===== config.mk =====
export PLATFORM = sky130hd
export DESIGN_NAME = decoder_using_fsm
export DESIGN_NICKNAME = d
export VERILOG_FILES = /design/src/rtl/decoder_using_fsm_pkg.sv /design/src/rtl/decoder_using_fsm.sv
export SDC_FILE = /design/constraint.sdc
export NUM_CORES = 1
export LEC_CHECK = 0
export CAP_MARGIN = 30
export CORE_MARGIN = 4
export CORE_UTILIZATION = 25
export DETAILED_ROUTE_END_ITERATION = 10
export SLEW_MARGIN = 5
export SYNTH_ARGS = -nofsm -noshare
export SYNTH_HDL_FRONTEND = slang
export SYNTH_SLANG_ARGS = --single-unit

===== constraint.sdc =====
create_clock -name clk -period 1.33 [get_ports clk]
set_input_delay 0.133 -clock clk [delete_from_list [all_inputs] [get_ports clk]]
set_output_delay 0.133 -clock clk [all_outputs]
set_load 0.01 [all_outputs]

===== src/rtl/decoder_using_fsm_pkg.sv =====
`default_nettype none
// ============================================================================
//  Module   : decoder_pkg
//  Brief    : Shared types and helpers for the timed one-hot decoder.
//  Revision : 1.0 - initial release
// ============================================================================
package decoder_pkg;

   localparam int DEF_IN_W = 4;
   // Widest code the onehot helper supports; callers size-cast the result.
   localparam int MAX_IN_W = 8;

   typedef enum logic [1:0] {
      ST_IDLE = 2'd0,
      ST_HOLD = 2'd1,
      ST_GAP  = 2'd2
   } state_e;

   function automatic logic [2**MAX_IN_W-1:0] onehot(input logic [MAX_IN_W-1:0] code);
      logic [2**MAX_IN_W-1:0] v;
      v    = '0;
      v[0] = 1'b1;
      return v << code;
   endfunction

endpackage
`default_nettype wire


===== src/rtl/decoder_using_fsm.sv =====
`default_nettype none
// ============================================================================
//  Module   : decoder_using_fsm
//  Brief    : Registered binary-to-one-hot decoder with timed hold and gap.
//  Revision : 1.0 - initial release
// ============================================================================
module decoder_using_fsm
   import decoder_pkg::*;
#(
   parameter  int IN_W        = DEF_IN_W,
   parameter  int HOLD_CYCLES = 4,
   parameter  int GAP_CYCLES  = 1,
   localparam int OUT_W       = 2**IN_W
) (
   input  logic             clk,
   input  logic             rst_n,
   input  logic             enable,
   input  logic [IN_W-1:0]  binary_in,
   input  logic             in_valid,
   output logic             in_ready,
   output logic [OUT_W-1:0] decoder_out,
   output logic             out_valid,
   output logic             busy
);

   localparam int c_max_hg = (HOLD_CYCLES > GAP_CYCLES) ? HOLD_CYCLES : GAP_CYCLES;
   localparam int CNT_W    = $clog2(c_max_hg + 1);
   localparam logic [CNT_W-1:0] c_hold_load = CNT_W'(HOLD_CYCLES - 1);
   localparam logic [CNT_W-1:0] c_gap_load  = CNT_W'((GAP_CYCLES > 0) ? GAP_CYCLES - 1 : 0);
   localparam logic [CNT_W-1:0] c_cnt_one   = CNT_W'(1);

   generate
      if (HOLD_CYCLES < 1) begin : g_chk_hold
         $error("decoder_using_fsm: HOLD_CYCLES must be >= 1");
      end
      if (GAP_CYCLES < 0) begin : g_chk_gap
         $error("decoder_using_fsm: GAP_CYCLES must be >= 0");
      end
      if (IN_W > MAX_IN_W) begin : g_chk_in_w
         $error("decoder_using_fsm: IN_W exceeds MAX_IN_W");
      end
   endgenerate

   state_e             r_state;
   logic [CNT_W-1:0]   r_cnt;
   logic [OUT_W-1:0]   r_out;
   logic [OUT_W-1:0]   w_code_onehot;

   assign w_code_onehot = OUT_W'(onehot(MAX_IN_W'(binary_in)));

   always_ff @(posedge clk or negedge rst_n) begin
      if (!rst_n) begin
         r_state <= ST_IDLE;
         r_cnt   <= '0;
         r_out   <= '0;
      end else if (!enable) begin
         // Dropping enable abandons any hold/gap in progress, last cycle included.
         r_state <= ST_IDLE;
         r_cnt   <= '0;
         r_out   <= '0;
      end else begin
         case (r_state)
            ST_IDLE: begin
               if (in_valid) begin
                  r_out   <= w_code_onehot;
                  r_cnt   <= c_hold_load;
                  r_state <= ST_HOLD;
               end
            end
            ST_HOLD: begin
               if (r_cnt != '0) begin
                  r_cnt <= r_cnt - c_cnt_one;
               end else begin
                  r_out <= '0;
                  if (GAP_CYCLES > 0) begin
                     r_cnt   <= c_gap_load;
                     r_state <= ST_GAP;
                  end else begin
                     r_state <= ST_IDLE;
                  end
               end
            end
            ST_GAP: begin
               if (r_cnt != '0) begin
                  r_cnt <= r_cnt - c_cnt_one;
               end else begin
                  r_state <= ST_IDLE;
               end
            end
            default: begin
               r_state <= ST_IDLE;
               r_cnt   <= '0;
               r_out   <= '0;
            end
         endcase
      end
   end

   assign in_ready    = enable && (r_state == ST_IDLE);
   assign out_valid   = (r_state == ST_HOLD);
   assign busy        = (r_state != ST_IDLE);
   assign decoder_out = r_out;

endmodule
`default_nettype wire


==> impl_metrics.env <==
export IMPL_synth_xor_area_share_pct=0
export IMPL_path_buf_inv=2
export IMPL_final_max_slew_viol_count=0
export IMPL_dr_pass1_iters=4
export IMPL_min_delay_path_class="in2async"
export IMPL_cts_tree="built"
export IMPL_post_route_util_pct=45.9
export IMPL_cts_root_buf="clkbuf_8"
export IMPL_synth_simple_area_share_pct=21.5
export IMPL_place_hpwl_microns=2340
export IMPL_ys_warn_count=0
export IMPL_cellPowerDensity_nw_per_um2=1020
export IMPL_final_nets=174
export IMPL_yosysSeqAreaShare_pct=47.8
export IMPL_end_kind="flop"
export IMPL_syn_to_final_growth_pct=71.9
export IMPL_ys_types=35
export IMPL_postRouteAntennaNets=0
export IMPL_dp_slack_ns=-0.213
export IMPL_rsz0062_at_grt="true"
export IMPL_yosysTopAreaCell="dfrtp_1"
export IMPL_synth_top_area_share_pct=47.8
export IMPL_timing_fmax_mhz=662
export IMPL_ctsLongestPathBuffers=2
export IMPL_synth_top_family_by_area="simple AND/OR/NAND/NOR gates"
export IMPL_synth_fa_ha_area_share_pct=2.28
export IMPL_cpLargestDelayFamily="flip-flops"
export IMPL_fillCellCount=385
export IMPL_finalClockSkew_ns=0.00151
export IMPL_leakagePower_uw=0.00101
export IMPL_coreArea_sq_um=4120
export IMPL_floorplan_rows=23
export IMPL_finalSetupViolCount=20
export IMPL_cts_buffers=3
export IMPL_worstPathMaxFanout=20
export IMPL_viasPerCell=4.91
export IMPL_wl_microns=3300
export IMPL_synth_flop_cell="dfrtp_1"
export IMPL_worst_slack_ns=-0.180
export IMPL_hold_viol_final=0
export IMPL_muxShareOfSynthArea_pct=0.910
export IMPL_synthesis_nets=115
export IMPL_crit_required_ns=1.49
export IMPL_syn_area_sq_um=1100
export IMPL_vias=1046
export IMPL_place_gp_congestion=0.780
export IMPL_die_y_microns=74.3
export IMPL_cts_max_level=1
export IMPL_synth_area_leaders="dfrtp_1, nand3_1, o41ai_1"
export IMPL_violations="negative setup slack"
export IMPL_antenna_found_initial=0
export IMPL_clock_latency_ns=0.26
export IMPL_drive_gt1_share_pct=41.7
export IMPL_grt_overflow_total=0
export IMPL_ios=27
export IMPL_worstSetupPathType="reg2reg"
export IMPL_die_area_sq_um=5520
export IMPL_crit_chain="inv_2 -> ha_4 -> and2b_2 -> o22ai_4 -> buf_12 -> nand3_1 -> o31ai_1"
export IMPL_cts_hold_buf=0
export IMPL_mostFrequentLayoutCell="buf_4"
export IMPL_wl_per_cell_microns=15.5
export IMPL_startpoint_type="flop"
export IMPL_rrSetupSlack_ns=-0.18
export IMPL_crit_arrival_ns=1.67
export IMPL_synth_seq_cells=21
export IMPL_drc_errors=0
export IMPL_syn_avg_cell_area_sq_um=10.5
export IMPL_syn_inst=105
export IMPL_initialDrtViolationCount=20
export IMPL_die_x_microns=74.3
export IMPL_slew_headroom_pct=76.1
export IMPL_min_period_ns=1.51
export IMPL_maxCapViolCount=0
export IMPL_cts_sinks=21
export IMPL_status="finished with violations"
export IMPL_slowest_stage="dfrtp_1"
export IMPL_clk_pin_slew_worst_paths_ns=0.07
export IMPL_grt_usage_pct=12.4
export IMPL_placement_io_buffers=26
export IMPL_grt_pass1_wl_microns=5290
export IMPL_synth_compound_area_share_pct=20.3
export IMPL_grt_pass1_vias=1075
export IMPL_synth_edf_count=0
export IMPL_ir_worst_vdd_mv=0.591
export IMPL_critical_path_max_stage_delay_ns=0.38
export IMPL_async_flop_share_pct=100
export IMPL_diodes=0
export IMPL_final_cell_mix="buf_4, dfrtp_1, nand3_1, clkdlybuf4s50_1"
export IMPL_worst_pin_slew_ns=0.350
export IMPL_grt_max_degree=22
export IMPL_post_route_period_util_pct=114
export IMPL_start_util_pct=26.7
-- through the flow --
step	setup TNS [ns]	hold WS, ns	cell area, sq um	instances	power, uW
after floorplan	-0.242	-0.163	1160	105	1070
after global placement	-2.52	0.493	1640	201	1340
after detailed placement	-3.23	0.501	1640	201	1360
after CTS	-2.64	0.224	1790	213	1880
after global routing	-4.23	0.240	1890	213	2050
final	-2.94	0.219	1890	213	1930
-- worst paths after layout --
check                                from         endpoint  cells after the start
max                              r_cnt[0]  decoder_out[11]                      7
min reg2reg                decoder_out[6]   decoder_out[6]                      2
max reg2reg                      r_cnt[0]  decoder_out[11]                      7
min in group clk           decoder_out[6]   decoder_out[6]                      2
max in group asynchronous           rst_n       r_state[1]                      2
min                                 rst_n  decoder_out[15]                      2
-- logic make-up (layout without fill, tap and decap cells) --
family                     count (synthesis)  after routing
DFF                                       21             21
muxes                                      1              1
AOI/OAI and AO/OA                         27             27
and+or+nand+nor                           41             41
buffers and inverters                     13             71
adders and majority gates                  2              2
-- worst register-to-register path, stage by stage, from the launching register on --
cell     delay [ns]
dfrtp_1        0.38
inv_2          0.06
ha_4           0.15
and2b_2        0.23
o22ai_4        0.21
buf_12         0.20
nand3_1        0.09
o31ai_1        0.09
-- synthesized netlist by cell type, types with 3 or more instances --
master and n:
nand2b_1 3, inv_1 6, buf_6 4, o41ai_1 8, nand3b_1 3, dfrtp_1 21
nor2_1 4, o31ai_1 6, nand3_1 18
-- routing by layer --
layer / GRT usage [%] / up-vias / share of wire, %
met3: 2.03 / 4 / 2.5
li1: - / 516 / -
met2: 22.2 / 14 / 54
met4: 3.56 / 0 / 1.1
met5: 0 / - / 0
met1: 15.3 / 512 / 42
-- repair_timing --
action | CTS | global route
buffers inserted | 8 | 3
pin swaps | 1 | 3
gates cloned | 0 | 0
endpoints found under the setup margin | 22 | 32
resized for setup | 25 | 28
-- cell type report --
class	instances	area [sq um]	share of cell area [%]
Multi-Input combinational cell	71	644	34.1
Inverter	6	25.0	1.32
Tap cell	50	62.6	3.31
Clock buffer	4	45.0	2.38
Sequential cell	21	527	27.9
Timing Repair Buffer	61	587	31.0
-- state kept, by name, indices dropped and copies added (netlist names) --
signal,flops
decoder_out,16
r_cnt,3
r_state,2
-- power breakdown --
part	internal, uW	switching [uW]	total, uW	leakage [uW]
Combinational	428	391	819	0.000698
Sequential	671	29.7	700	0.000287
Clock	213	195	408	0.0000228
Total	1310	616	1930	0.00101
No activity file was read; power rests on OpenSTA's default activity.
